## src/rtl/rv32v_types_pkg.sv

```systemverilog
`default_nettype none
// ============================================================================
// Module      : rv32v_types_pkg
// Description : Shared types for the vector memory lane sequencer: default
//               lane count, element-width encoding and sequencer states.
// Revision    : 1.0 - initial release
// ============================================================================
package rv32v_types_pkg;

    localparam int unsigned NUM_LANES = 4;

    // Element width as carried by the vector issue stage; 3 behaves as 32b
    typedef enum logic [1:0] {
        SEW_8   = 2'd0,
        SEW_16  = 2'd1,
        SEW_32  = 2'd2,
        SEW_32X = 2'd3
    } vsew_t;

    typedef enum logic [1:0] {
        ST_IDLE  = 2'd0,
        ST_ISSUE = 2'd1,
        ST_DONE  = 2'd2
    } lane_seq_state_t;

endpackage : rv32v_types_pkg
`default_nettype wire

```

## src/rtl/rv32v_lane_pick.sv

```systemverilog
`default_nettype none
// ============================================================================
// Module      : rv32v_lane_pick
// Description : Lowest-set-bit priority encoder over the pending lane vector.
// Revision    : 1.0 - initial release
// ============================================================================
module rv32v_lane_pick #(
    parameter int unsigned NUM_LANES = 4,
    parameter int unsigned LW        = $clog2(NUM_LANES)
) (
    input  logic [NUM_LANES-1:0] pending,
    output logic [LW-1:0]        idx,
    output logic                 any
);

    // Scan from the top down so the lowest set bit is the last one written
    always_comb begin
        idx = '0;
        for (int i = NUM_LANES - 1; i >= 0; i--) begin
            if (pending[i]) begin
                idx = LW'(i);
            end
        end
        any = |pending;
    end

endmodule : rv32v_lane_pick
`default_nettype wire

```

## src/rtl/rv32v_mem_lane_sequencer.sv

```systemverilog
`default_nettype none
// ============================================================================
// Module      : rv32v_mem_lane_sequencer
// Description : Walks the active lanes of one vector memory micro-op and
//               issues one scalar access per lane to the LSC port. Masked
//               lanes are skipped, misaligned lanes are dropped and flagged.
// Revision    : 1.0 - initial release
// ============================================================================
module rv32v_mem_lane_sequencer #(
    parameter int unsigned NUM_LANES = rv32v_types_pkg::NUM_LANES,
    parameter int unsigned LW        = $clog2(NUM_LANES)
) (
    input  logic                        CLK,
    input  logic                        RST,
    input  logic                        start,
    input  logic                        is_load,
    input  logic                        is_store,
    input  logic [1:0]                  veew,
    input  logic [NUM_LANES-1:0]        lane_mask,
    input  logic [NUM_LANES-1:0][31:0]  lane_addr,
    input  logic [NUM_LANES-1:0][31:0]  lane_wdata,
    output logic                        busy,
    output logic                        done,
    output logic                        misalign,
    output logic [NUM_LANES-1:0][31:0]  lane_rdata,
    output logic [NUM_LANES-1:0]        lane_rvalid,
    output logic [LW-1:0]               curr_lane,
    output logic                        lsc_dren,
    output logic                        lsc_dwen,
    output logic [31:0]                 lsc_addr,
    output logic [31:0]                 lsc_wdata,
    output logic [3:0]                  lsc_byte_en,
    input  logic                        lsc_ready,
    input  logic [31:0]                 lsc_rdata
);

    import rv32v_types_pkg::*;

    // ------------------------------------------------------------------------
    // Element-width helpers
    // ------------------------------------------------------------------------
    function automatic logic f_misaligned(input vsew_t sew, input logic [1:0] a);
        case (sew)
            SEW_8:   f_misaligned = 1'b0;
            SEW_16:  f_misaligned = a[0];
            default: f_misaligned = (a != 2'b00);
        endcase
    endfunction

    function automatic logic [3:0] f_byte_en(input vsew_t sew, input logic [1:0] a);
        case (sew)
            SEW_8:   f_byte_en = 4'b0001 << a;
            SEW_16:  f_byte_en = 4'b0011 << {a[1], 1'b0};
            default: f_byte_en = 4'hF;
        endcase
    endfunction

    function automatic logic [31:0] f_wdata_place(input vsew_t sew, input logic [31:0] d);
        case (sew)
            SEW_8:   f_wdata_place = {4{d[7:0]}};
            SEW_16:  f_wdata_place = {2{d[15:0]}};
            default: f_wdata_place = d;
        endcase
    endfunction

    function automatic logic [31:0] f_load_extract(input vsew_t sew, input logic [1:0] a,
                                                   input logic [31:0] rd);
        logic [31:0] v_sh;
        v_sh = rd >> {a, 3'b000};
        case (sew)
            SEW_8:   f_load_extract = {24'h0, v_sh[7:0]};
            SEW_16:  f_load_extract = {16'h0, v_sh[15:0]};
            default: f_load_extract = v_sh;
        endcase
    endfunction

    // ------------------------------------------------------------------------
    // State and datapath registers
    // ------------------------------------------------------------------------
    lane_seq_state_t                r_state;
    lane_seq_state_t                w_state_nxt;
    logic                           r_is_load;
    vsew_t                          r_sew;
    logic [NUM_LANES-1:0][31:0]     r_addr;
    logic [NUM_LANES-1:0][31:0]     r_wdata;
    logic [NUM_LANES-1:0][31:0]     r_rdata;
    logic [NUM_LANES-1:0]           r_pending;
    logic [NUM_LANES-1:0]           r_rvalid;
    logic                           r_misalign;

    logic [LW-1:0]                  w_idx;
    logic                           w_any;
    logic                           w_in_issue;
    logic                           w_start_ok;
    logic [31:0]                    w_addr;
    logic                           w_mis;
    logic                           w_req;
    logic                           w_skip;
    logic                           w_accept;
    logic                           w_clear;
    logic [NUM_LANES-1:0]           w_pending_nxt;

    rv32v_lane_pick #(
        .NUM_LANES (NUM_LANES),
        .LW        (LW)
    ) u_lane_pick (
        .pending (r_pending),
        .idx     (w_idx),
        .any     (w_any)
    );

    // Current-lane decode: request vs misaligned skip, and the pending update
    always_comb begin
        w_in_issue    = (r_state == ST_ISSUE);
        w_start_ok    = start && (is_load ^ is_store) && (r_state == ST_IDLE);
        w_addr        = r_addr[w_idx];
        w_mis         = f_misaligned(r_sew, w_addr[1:0]);
        w_req         = w_in_issue && w_any && !w_mis;
        w_skip        = w_in_issue && w_any && w_mis;
        w_accept      = w_req && lsc_ready;
        w_clear       = w_skip || w_accept;
        w_pending_nxt = r_pending;
        if (w_clear) begin
            w_pending_nxt = r_pending & ~(NUM_LANES'(1) << w_idx);
        end
    end

    // State register
    always_ff @(posedge CLK) begin
        if (RST) begin
            r_state <= ST_IDLE;
        end else begin
            r_state <= w_state_nxt;
        end
    end

    // Next-state logic; an all-zero mask still spends one ISSUE cycle
    always_comb begin
        w_state_nxt = r_state;
        case (r_state)
            ST_IDLE:  if (w_start_ok) w_state_nxt = ST_ISSUE;
            ST_ISSUE: if (w_pending_nxt == '0) w_state_nxt = ST_DONE;
            ST_DONE:  w_state_nxt = ST_IDLE;
            default:  w_state_nxt = ST_IDLE;
        endcase
    end

    // Outputs: LSC strobes derive only from registered state, never lsc_ready
    always_comb begin
        busy        = (r_state != ST_IDLE);
        done        = (r_state == ST_DONE);
        misalign    = r_misalign;
        lane_rdata  = r_rdata;
        lane_rvalid = r_rvalid;
        curr_lane   = w_in_issue ? w_idx : '0;
        lsc_dren    = w_req && r_is_load;
        lsc_dwen    = w_req && !r_is_load;
        lsc_addr    = w_req ? {w_addr[31:2], 2'b00} : 32'h0;
        lsc_wdata   = w_req ? f_wdata_place(r_sew, r_wdata[w_idx]) : 32'h0;
        lsc_byte_en = w_req ? f_byte_en(r_sew, w_addr[1:0]) : 4'h0;
    end

    // Operand latch at start, lane retirement and load write-back
    always_ff @(posedge CLK) begin
        if (RST) begin
            r_is_load  <= 1'b0;
            r_sew      <= SEW_8;
            r_addr     <= '0;
            r_wdata    <= '0;
            r_pending  <= '0;
            r_rdata    <= '0;
            r_rvalid   <= '0;
            r_misalign <= 1'b0;
        end else if (w_start_ok) begin
            r_is_load  <= is_load;
            r_sew      <= vsew_t'(veew);
            r_addr     <= lane_addr;
            r_wdata    <= lane_wdata;
            r_pending  <= lane_mask;
            r_rdata    <= '0;
            r_rvalid   <= '0;
            r_misalign <= 1'b0;
        end else begin
            r_pending <= w_pending_nxt;
            if (w_skip) begin
                r_misalign <= 1'b1;
            end
            if (w_accept && r_is_load) begin
                r_rdata[w_idx]  <= f_load_extract(r_sew, w_addr[1:0], lsc_rdata);
                r_rvalid[w_idx] <= 1'b1;
            end
        end
    end

endmodule : rv32v_mem_lane_sequencer
`default_nettype wire

```

## config.mk

```make
export PLATFORM = sky130hd
export DESIGN_NAME = rv32v_mem_lane_sequencer
export DESIGN_NICKNAME = d
export VERILOG_FILES = /design/src/rtl/rv32v_types_pkg.sv /design/src/rtl/rv32v_lane_pick.sv /design/src/rtl/rv32v_mem_lane_sequencer.sv
export SDC_FILE = /design/constraint.sdc
export NUM_CORES = 1
export LEC_CHECK = 0
export ABC_AREA = 1
export BUFFER_PORTS_ARGS = -buffer_cell sky130_fd_sc_hd__buf_2
export CAP_MARGIN = 25
export CELL_PAD_IN_SITES_DETAIL_PLACEMENT = 1
export CELL_PAD_IN_SITES_GLOBAL_PLACEMENT = 1
export CORE_MARGIN = 10
export CORE_UTILIZATION = 39
export DETAILED_ROUTE_END_ITERATION = 10
export PLACE_DENSITY_LB_ADDON = 0.2
export REMOVE_ABC_BUFFERS = 1
export SLEW_MARGIN = 20
export SYNTH_ARGS = -nofsm -noshare
export SYNTH_HDL_FRONTEND = slang
export SYNTH_SLANG_ARGS = --single-unit
export TNS_END_PERCENT = 30
```

## constraint.sdc

```tcl
create_clock -name CLK -period 5.5 [get_ports CLK]
set_input_delay 0 -clock CLK [delete_from_list [all_inputs] [get_ports CLK]]
set_output_delay 0 -clock CLK [all_outputs]
set_load 0.1 [all_outputs]
```

Word level (Yosys, flattened, before mapping)

Cells that the tools add are included.

$lt $le $gt $ge: 2
Equal/unequal tests: 5
Shifts and indexed selects: 4
Mux-type cells: 29
Bitwise gates (word level): 4
Reduce and logical (&&, ||, !) cells: 21

Operator list:

| operator                                                   | number |
|---|---|
| two-way mux 32 bit                                         | 8 |
| binary-select mux 32 bit (select 2 bit)                    | 2 |
| bitwise mux 128 bit                                        | 1 |
| case mux 32 bit (2 select lines)                           | 2 |
| demux 32 bit (select 2 bit)                                | 1 |
| >> shifter 32 x 5 -> 32 bit                                | 1 |
| two-way mux 2 bit                                          | 7 |
| two-way mux 4 bit                                          | 3 |
| logical AND 1 bit                                          | 10 |
| case mux 4 bit (2 select lines)                            | 1 |
| left shift 1 x 2 -> 4 bit, first input constant            | 2 |
| AND 4 bit                                                  | 1 |
| equality test 2 x 1 -> 1 bit, second input constant        | 2 |
| zero test 2 bit                                            | 2 |
| zero test 4 bit                                            | 1 |
| inverter 4 bit                                             | 1 |
| bitwise OR 4 bit                                           | 1 |
| case mux 2 bit (2 select lines)                            | 1 |
| nonzero test 2 bit                                         | 2 |
| OR reduction 4 bit                                         | 1 |
| left shift 2 x 2 -> 4 bit, first input constant            | 1 |
| less-than comparator 2 x 3 -> 1 bit, second input constant | 1 |
| demux 1 bit (select 2 bit)                                 | 1 |
| equality test 2 bit, second input constant                 | 1 |
| other kinds (10)                                           | 11 |

Register bits after elaboration: 398
Input port bits: 300
Output and inout bits: 207

Depth between registers and ports, before layout

Gate-level depths: netlist of run 1.

Depth in word-level cells: 16
Depth in mapped cells: 16

Cells and area by module

A second synthesis of run 1 with hierarchy kept.

Cell total of the unflattened synthesis: 2248
Area total of the unflattened synthesis: 16254.3 µm²

Modules (own cells, without submodules):

| module                   | instances | cells an instance | area an instance (µm²) |
|---|---|---|---|
| rv32v_mem_lane_sequencer | 1         | 2239              | 16208.0 |
| rv32v_lane_pick          | 1         | 9                 | 46.3 |

Worst setup path before layout of run 1

OpenSTA, ideal clock, no wires.

Path type: reg2out
From: reg r_pending[0]
To: out lsc_wdata[21]
Arrival: 4.384 ns
Setup slack: 1.116 ns
Stages on the path, launching flop included: 11
Buffers on the path: 1
Cells stage by stage: dfxtp_1 > inv_2 > nand2_1 > nand2_2 > nand2_1 > nand3_1 > nand2_2 > nand2_1 > nand3_4 > buf_2 > o41ai_1

Longest elaborated chain between the ends: 8
Elaborated cells on any way between the ends: 13
Classes of those cells: 8 x mux; 5 x reduce/logical

RTL lines:

| element                                  | line                            | text |
|---|---|---|
| start: declaration                       | rv32v_mem_lane_sequencer.sv:87  | `logic [NUM_LANES-1:0] r_pending;` |
| start signal: assignment                 | rv32v_mem_lane_sequencer.sv:179 | `r_pending <= lane_mask;` |
| start signal: assignment                 | rv32v_mem_lane_sequencer.sv:184 | `r_pending <= w_pending_nxt;` |
| two-way mux 2 bit                        | rv32v_lane_pick.sv:20           | `if (pending[i]) begin` |
| binary-select mux 32 bit (select 2 bit)  | rv32v_mem_lane_sequencer.sv:116 | `w_addr = r_addr[w_idx];` |
| two-way mux 32 bit (not written as such) | rv32v_mem_lane_sequencer.sv:116 |  |
| nonzero test 2 bit                       | rv32v_mem_lane_sequencer.sv:46  | `default: f_misaligned = (a != 2'b00);` |
| case mux 1 bit (2 select lines)          | rv32v_mem_lane_sequencer.sv:43  | `case (sew)` |
| zero test 1 bit                          | rv32v_mem_lane_sequencer.sv:118 | `w_req = w_in_issue && w_any && !w_mis;` |
| logical AND 1 bit                        | rv32v_mem_lane_sequencer.sv:118 |  |
| two-way mux 32 bit (*)                   | rv32v_mem_lane_sequencer.sv:159 | `lsc_wdata = w_req ? f_wdata_place(r_sew, r_wdata[w_idx]) : 32'h0;` |
| end: declaration                         | rv32v_mem_lane_sequencer.sv:31  | `output logic [31:0] lsc_wdata,` |

Every way passes the cells marked *; elsewhere a longest branch is shown, timed or not. The select of a mux whose other input is x is not followed.

Final worst setup path of run 1

From: reg r_sew[1]
To: out lsc_wdata[31]

Longest elaborated chain between the ends: 5
Elaborated cells on any way between the ends: 7
Classes of those cells: 1 x eq/ne; 3 x mux; 3 x reduce/logical

RTL lines:

| element                                                                | line                                                           | text |
|---|---|---|
| start: declaration                                                     | rv32v_mem_lane_sequencer.sv:83                                 | `vsew_t r_sew;` |
| start signal: assignment                                               | rv32v_mem_lane_sequencer.sv:176                                | `r_sew <= vsew_t'(veew);` |
| equality test 2 x 1 -> 1 bit / zero test 2 bit (equally long branches) | rv32v_mem_lane_sequencer.sv:43, rv32v_mem_lane_sequencer.sv:59 |  |
| case mux 1 bit (2 select lines)                                        | rv32v_mem_lane_sequencer.sv:43                                 |  |
| zero test 1 bit                                                        | rv32v_mem_lane_sequencer.sv:118                                |  |
| logical AND 1 bit                                                      | rv32v_mem_lane_sequencer.sv:118                                |  |
| two-way mux 32 bit (*)                                                 | rv32v_mem_lane_sequencer.sv:159                                |  |

Every way passes the cells marked *; elsewhere a longest branch is shown, timed or not.

==> impl_metrics.sql, run 1 <==
INSERT INTO impl_metrics (metric_group, metric, value, unit) VALUES
('run_status', 'run_status', 'completed', ''),
('clock_network', 'clk_pin_slew', '0.06', 'ns'),
('timing', 'final-setup-viol-count', '0', ''),
('die', 'fp_rows', '75', ''),
('yosys', 'syn_area_per_cell', '7.13', 'sq um'),
('critical_path', 'cp.arrival', '4.27', 'ns'),
('yosys', 'synth-seq-cells', '398', ''),
('grt', 'number_of_global_route_vias_before_repair', '21700', ''),
('critical_path', 'critPathMaxFanout', '23', ''),
('yosys', 'synth.yosys.seq_area_share', '0.482', ''),
('power', 'p_total', '7.69', 'mW'),
('clock_network', 'cts_repair_resize_count', '0', ''),
('cells_and_area', 'mostFrequentLayoutCells', '504 x sky130_fd_sc_hd__buf_2, 447 x sky130_fd_sc_hd__nand2_1, 438 x sky130_fd_sc_hd__nor2_1', ''),
('cells_and_area', 'layout-area-overhead-vs-synth', '43.0', '%'),
('critical_path', 'most_common_cell_on_crit_path', 'sky130_fd_sc_hd__inv_1', ''),
('yosys', 'synthCells', '2316', ''),
('grt', 'track_usage', '0.335', ''),
('routing', 'wire_per_inst', '24.8', 'um'),
('placed_design', 'port_buffers', '504', ''),
('critical_path', 'critical-path-max-stage-delay', '0.52', 'ns'),
('clock_network', 'clock-sinks', '398', ''),
('power', 'pwrdens', '326', 'mW/mm^2'),
('yosys', 'synth_async_sr_flop_share', '0', ''),
('routing', 'vias_per_cell', '5.62', ''),
('timing', 'total_negative_slack', '0', 'ns'),
('yosys', 'post_synth_num_cell_types', '36', ''),
('critical_path', 'timing_worst_setup_path_type', 'reg2out', ''),
('routing', 'route.vias.total', '20100', ''),
('placed_design', 'gp_congestion', '0.847', ''),
('routing', 'drt_pre_antenna_iters', '6', ''),
('critical_path', 'setup.worst_path.end_class', 'output pin', ''),
('clock_network', 'clock-root-buffer', 'sky130_fd_sc_hd__clkbuf_16', ''),
('die', 'core_area', '0.0419', 'sq mm'),
('clock_network', 'clock_insertion_delay_worst_skew', '0.58', 'ns'),
('die', 'fp.dieArea', '0.0510', 'sq mm'),
('die', 'dieWidth', '226', 'um'),
('power', 'peak_supply_drop', '0.000191', 'V'),
('yosys', 'synthesis.area', '0.0165', 'sq mm'),
('timing', 'tightestPinTransition', '1.05', 'ns'),
('timing', 'timing.final.max_slew_violations', '0', ''),
('yosys', 'count_of_flip_flops_with_a_built_in_enable_after_synthesis', '0', ''),
('routing', 'drcViolationCount', '0', ''),
('timing', 'unrepaired_setup_endpoints_after_global_routing', 'false', ''),
('cells_and_area', 'layout-drive-gt1-share', '0.208', ''),
('timing', 'slew_headroom', '0.299', ''),
('grt', 'grt_max_degree', '245', ''),
('grt', 'grt.overflow.total', '0', ''),
('routing', 'drt_wl_total', '88800', 'um'),
('timing', 'worst_hold_slack', '0.0274', 'ns'),
('yosys', 'synth_ff_type', 'sky130_fd_sc_hd__dfxtp_1', ''),
('yosys', 'synth_top_area_frac', '0.482', ''),
('die', 'die_height', '226', 'um'),
('timing', 'timing.final.hold_violations', '0', ''),
('grt', 'first_pass_grt_wire_length', '132000', 'um'),
('critical_path', 'cpMaxStageDelayCell', 'sky130_fd_sc_hd__inv_1', ''),
('hold_path', 'holdCritPathClass', 'in2reg', ''),
('yosys', 'yosys-top-cells-area', 'sky130_fd_sc_hd__dfxtp_1 48%, sky130_fd_sc_hd__nand2_1 10%, sky130_fd_sc_hd__nor2_1 10%, sky130_fd_sc_hd__o21ai_0 8.8%, sky130_fd_sc_hd__a21oi_1 4.4%', ''),
('grt', 'grt_antenna_before_repair', '25', ''),
('routing', 'ant_nets', '0', ''),
('timing', 'fmax', '234', 'MHz'),
('timing', 'finalWorstPathRequiredPeriod', '4.27', 'ns'),
('timing', 'fin_crit_sh', '0.777', ''),
('power', 'total_leakage_power', '10.4', 'nW'),
('die', 'floorplan.io_pins', '507', ''),
('clock_network', 'cts_buffers', '44', ''),
('clock_network', 'cts.htree.levels', '2', ''),
('critical_path', 'critical_path_cell_by_cell', 'buf_4 > nor2_1 > inv_1 > nand2_1 > nand3_4 > inv_1 > o21ai_0 > a221oi_1 > buf_2', ''),
('clock_network', 'cts_buffer_depth', '3', ''),
('timing', 'finalClockSkew', '0.0202', 'ns'),
('cells_and_area', 'mostFrequentLayoutCell', 'sky130_fd_sc_hd__buf_2', ''),
('die', 'floorplan.initialDensity', '0.394', ''),
('critical_path', 'regToRegSetupSlack', '1.51', 'ns'),
('clock_network', 'cts_tree', 'yes', ''),
('critical_path', 'timing.critical_path.required', '5.50', 'ns'),
('yosys', 'yosys_warnings', '0', ''),
('critical_path', 'timing.critical_path.from_type', 'flip-flop', ''),
('placed_design', 'dp_hpwl', '48800', 'um'),
('routing', 'initialDrtViolationCount', '1929', ''),
('yosys', 'yosysTopAreaCell', 'sky130_fd_sc_hd__dfxtp_1', ''),
('flow_run', 'drv_cap', '0', ''),
('cells_and_area', 'nets_finish', '3293', '');
## where the power goes
part           total, mW  internal (mW)  switching [mW]
Sequential          3.16           3.06           0.102
Combinational       1.48          0.485           0.998
Clock               3.05           1.78            1.27
Total               7.69           5.33            2.37
## kinds of logic after synthesis
| kind of cell | Yosys count | share of synthesized area |
|---|---|---|
| and+or+nand+nor | 1008 | 0.241 |
| AOI/OAI and AO/OA | 596 | 0.202 |
| DFF | 398 | 0.482 |
| buffers and inverters | 312 | 0.0739 |
| xor gates and xnor gates | 1 | 0.000530 |
| other | 1 | 0.000227 |
## timing repair
action | 4_1_cts | 5_1_grt
hold endpoints to repair | 318 | 6
buffers inserted | 0 | 0
hold buffers | 282 | 1
## routing by layer
metal  GRT usage  share of wire
met3      0.0821          0.075
met4       0.222          0.069
met1       0.361           0.37
met5           0        0.00092
met2       0.573           0.49
## worst max-delay path: cells and delay by family, from the launching register on
kind,cells,cell delay [ns]
buffers and inverters,4,1.67
AOI/OAI and AO/OA,2,0.69
and+or+nand+nor,3,1.00
DFF,1,0.30
## synthesized netlist by cell type, types with 6 or more instances
cell type,n
sky130_fd_sc_hd__a211oi_1,11
sky130_fd_sc_hd__a21oi_1,146
sky130_fd_sc_hd__a31oi_1,44
sky130_fd_sc_hd__buf_1,15
sky130_fd_sc_hd__buf_2,19
sky130_fd_sc_hd__buf_4,6
sky130_fd_sc_hd__clkbuf_1,137
sky130_fd_sc_hd__dfxtp_1,398
sky130_fd_sc_hd__inv_1,120
sky130_fd_sc_hd__inv_2,10
sky130_fd_sc_hd__nand2_1,448
sky130_fd_sc_hd__nand3_1,100
sky130_fd_sc_hd__nor2_1,441
sky130_fd_sc_hd__o211ai_1,61
sky130_fd_sc_hd__o21ai_0,290
sky130_fd_sc_hd__o21ai_1,8
sky130_fd_sc_hd__o221ai_1,21
sky130_fd_sc_hd__o22ai_1,6
sky130_fd_sc_hd__or2_2,6
## sequential cells by signal, indices dropped and copies added (netlist names)
name,flops
r_pending,4
r_state,2
r_wdata,128
misalign,1
r_sew,2
lane_rdata,128
r_addr,128
r_is_load,1
lane_rvalid,4
## cell type report
cell class                 instances  area [sq um]
tap                              539           674
timing repair buffer             810          5610
multi-input combinational       1607          7370
antenna                           20          50.0
sequential                       398          7970
inverter                         132           508
fill                            5260         18300
clock buffer                      65          1310
clock inverter                    12           135
## worst paths after layout
kind                 start  depth (start not counted)        endpoint
max               r_sew[1]                          9   lsc_wdata[31]
min          lsc_rdata[20]                          5  lane_rdata[12]
max reg2reg       r_sew[1]                         11  lane_rdata[58]
min reg2reg     r_addr[27]                          2      r_addr[27]
## metrics by stage
step / instance area [sq um] / cells / utilization / worst slack [ns]
finish: 23600 / 3583 / 0.563 / 1.23
global route: 23600 / 3579 / 0.563 / 1.07
CTS: 23500 / 3559 / 0.560 / 1.13
detailed placement: 19200 / 3200 / 0.458 / 1.53
global placement: 19200 / 3199 / 0.458 / 1.20
floorplan: 15800 / 2137 / - / -8.58
No activity file was read; power rests on OpenSTA's default activity.
==> run 2, diff against run 1 <==
--- a/config.mk
+++ b/config.mk
@@ -11,7 +11,7 @@
 export CELL_PAD_IN_SITES_DETAIL_PLACEMENT = 1
 export CELL_PAD_IN_SITES_GLOBAL_PLACEMENT = 1
 export CORE_MARGIN = 10
-export CORE_UTILIZATION = 39
+export CORE_UTILIZATION = 36
 export DETAILED_ROUTE_END_ITERATION = 10
 export PLACE_DENSITY_LB_ADDON = 0.2
 export REMOVE_ABC_BUFFERS = 1
==> constraint.sdc (replaced) <==
create_clock -name CLK -period 4.4 [get_ports CLK]
set_input_delay 0 -clock CLK [delete_from_list [all_inputs] [get_ports CLK]]
set_output_delay 0 -clock CLK [all_outputs]
set_load 0.1 [all_outputs]
==> impl_metrics.sql, run 2 (synthesized netlist as in run 1, its figures left out) <==
INSERT INTO impl_metrics (metric_group, metric, value, unit) VALUES
('die', 'floorplan.initialDensity', '0.364', ''),
('critical_path', 'cp.arrival', '3.83', 'ns'),
('die', 'fp_rows', '78', ''),
('clock_network', 'cts_setup_buffers', '0', ''),
('clock_network', 'cts_repair_resize_count', '0', ''),
('critical_path', 'worst-r2r-cell-count', '17', ''),
('die', 'floorplan.io_pins', '507', ''),
('flow_run', 'drv_cap', '0', ''),
('die', 'dieWidth', '234', 'um'),
('grt', 'track_usage', '0.295', ''),
('timing', 'unrepaired_setup_endpoints_after_global_routing', 'false', ''),
('timing', 'fin_crit_sh', '0.870', ''),
('critical_path', 'worst_r2r_startpoint', 'r_pending[0]', ''),
('power', 'seqPwrFrac', '0.418', ''),
('power', 'comb_power_share', '0.196', ''),
('cells_and_area', 'mostFrequentLayoutCell', 'sky130_fd_sc_hd__buf_2', ''),
('hold_path', 'holdPathStages', '5', ''),
('cells_and_area', 'layout-drive-gt1-share', '0.207', ''),
('timing', 'finalClockSkew', '0.0177', 'ns'),
('clock_network', 'cts_buffer_depth', '3', ''),
('grt', 'first_pass_grt_wire_length', '125000', 'um'),
('power', 'pwrdens', '393', 'mW/mm^2'),
('critical_path', 'critical_path_cell_by_cell', 'inv_2 > nand2_2 > inv_2 > nand2_2 > buf_4 > nand3_1 > nand2_1 > nand2_1 > nand3_4 > inv_1 > o21ai_0 > a211oi_1 > buf_12', ''),
('grt', 'grt.overflow.total', '0', ''),
('critical_path', 'timing.critical_path.required', '4.40', 'ns'),
('clock_network', 'hold_buffers', '284', ''),
('timing', 'timing.final.max_slew_violations', '0', ''),
('cells_and_area', 'fillers', '5696', ''),
('clock_network', 'clock_insertion_delay_worst_skew', '0.57', 'ns'),
('power', 'netSwitchingFraction', '0.307', ''),
('routing', 'wire_per_inst', '23.1', 'um'),
('clock_network', 'clk_pin_slew', '0.06', 'ns'),
('timing', 'slew_headroom', '0.236', ''),
('placed_design', 'dp_hpwl', '49400', 'um'),
('power', 'clockPowerShare', '0.386', ''),
('routing', 'ant_nets', '0', ''),
('clock_network', 'cts_tree', 'yes', ''),
('placed_design', 'gp_congestion', '0.818', ''),
('power', 'power_switching', '2.89', 'mW'),
('hold_path', 'min-delay-start', 'lsc_rdata[14]', ''),
('cells_and_area', 'mostFrequentLayoutCells', '481 x sky130_fd_sc_hd__buf_2, 447 x sky130_fd_sc_hd__nand2_1, 438 x sky130_fd_sc_hd__nor2_1', ''),
('timing', 'fmax', '261', 'MHz'),
('timing', 'total_negative_slack', '0', 'ns'),
('critical_path', 'worstPathBufferInverterCount', '5', ''),
('routing', 'route.vias.total', '19700', ''),
('run_status', 'run_status', 'completed', ''),
('routing', 'drcViolationCount', '0', ''),
('timing', 'final-setup-viol-count', '0', ''),
('timing', 'finalWorstPathRequiredPeriod', '3.83', 'ns'),
('timing', 'timing.final.hold_violations', '0', ''),
('clock_network', 'cts.htree.levels', '2', ''),
('grt', 'grt_max_degree', '245', ''),
('clock_network', 'cts_buffers', '45', ''),
('critical_path', 'timing.critical_path.from_type', 'flip-flop', ''),
('critical_path', 'critPathMaxFanout', '29', ''),
('die', 'core_area', '0.0454', 'sq mm'),
('hold_path', 'holdCritPathClass', 'in2reg', ''),
('critical_path', 'timing_worst_setup_path_type', 'reg2out', ''),
('timing', 'tightestPinTransition', '1.15', 'ns'),
('critical_path', 'cpMaxStageDelayCell', 'sky130_fd_sc_hd__a211oi_1', ''),
('power', 'p_total', '9.43', 'mW'),
('cells_and_area', 'nets_finish', '3299', ''),
('routing', 'drt_pre_antenna_iters', '5', ''),
('cells_and_area', 'layout.cells.non_filler', '3644', ''),
('hold_path', 'worstHoldEndpoint', 'lane_rdata[14]', ''),
('grt', 'number_of_global_route_vias_before_repair', '21100', ''),
('critical_path', 'setup.worst_path.end_class', 'output pin', ''),
('placed_design', 'port_buffers', '504', ''),
('grt', 'grt_antenna_before_repair', '15', ''),
('routing', 'vias_per_cell', '5.40', ''),
('power', 'total_leakage_power', '10.4', 'nW'),
('critical_path', 'critical-path-max-stage-delay', '0.64', 'ns'),
('routing', 'drt_wl_total', '84200', 'um'),
('critical_path', 'worst_path_dominant_cell_family', 'buffers and inverters', ''),
('critical_path', 'regToRegEndpoint', 'lane_rdata[12]', ''),
('die', 'die_height', '234', 'um'),
('power', 'peak_supply_drop', '0.000240', 'V'),
('die', 'fp.dieArea', '0.0549', 'sq mm'),
('critical_path', 'regToRegSetupSlack', '0.69', 'ns'),
('clock_network', 'clock-root-buffer', 'sky130_fd_sc_hd__clkbuf_16', ''),
('routing', 'initialDrtViolationCount', '1514', ''),
('cells_and_area', 'layout-area-overhead-vs-synth', '45.3', '%'),
('placed_design', 'placed_cells', '3267', ''),
('clock_network', 'clock-sinks', '398', ''),
('power', 'p_int', '6.54', 'mW');
## run 2: cell count changes in the layout (fill, tap and decap cells not counted), sizes merged
cell         delta
dlygate4sd3     +1
clkbuf          -2
bufinv          -1
buf             +4
diode           -1
clkinvlp        +1
clkinv          -3
inv             +1
## run 2: worst max-delay path by stage
stage                       startpoint              to  cells after the start
final                     r_pending[0]   lsc_wdata[25]                     13
after global routing      r_pending[0]  lane_rdata[12]                     17
after CTS                 r_pending[0]   lsc_wdata[25]                     13
after detailed placement  r_pending[0]  lane_rdata[38]                     15
after global placement    r_pending[0]  lane_rdata[62]                     15
after floorplan             r_state[1]       r_addr[0]                      6
## run 2: power by group through the flow
stage               clock [mW]  combinational [mW]  sequential [mW]
finish                    3.65                1.85             3.94
global placement             0                1.51             3.98
CTS                       3.68                1.76             3.92
floorplan                    0               0.963             3.97
global route              3.85                1.99             3.95
detailed placement           0                1.55             3.99
## run 2: routing by layer
metal	GRT usage	up-vias	share of wire	wire length (um)
met5	0	-	0.00017	14
met4	0.175	2	0.057	4800
met3	0.0526	251	0.070	5890
met2	0.522	940	0.50	42200
met1	0.326	9510	0.37	31300
li1	-	8975	-	-
## run 2: area by class of cell
type | count | area [sq um] | share of cell area
flip-flops and latches | 398 | 7970 | 0.332
multi-input cells | 1607 | 7380 | 0.307
repair buffers | 815 | 6000 | 0.250
clock buffers | 63 | 1250 | 0.0522
well taps | 600 | 751 | 0.0313
inverters | 132 | 508 | 0.0212
clock inverters | 10 | 106 | 0.00443
diodes | 19 | 47.5 | 0.00198
## run 2: tightest hold or removal path: cells and delay by family
kind	cells	cell delay (ns)
AOI/OAI and AO/OA	1	0.22
and+or+nand+nor	3	0.22
buffers and inverters	1	0.11
## run 2: stage by stage
stage / utilization / instance area (sq um) / hold WS (ns) / setup WS (ns)
global route: 0.529 / 24000 / 0.0438 / 0.400
detailed placement: 0.435 / 19700 / 0.230 / 0.810
floorplan: - / 15800 / 0.138 / -9.68
finish: 0.529 / 24000 / 0.0291 / 0.570
global placement: 0.433 / 19700 / 0.231 / 0.966
CTS: 0.527 / 23900 / 0.000905 / 0.583
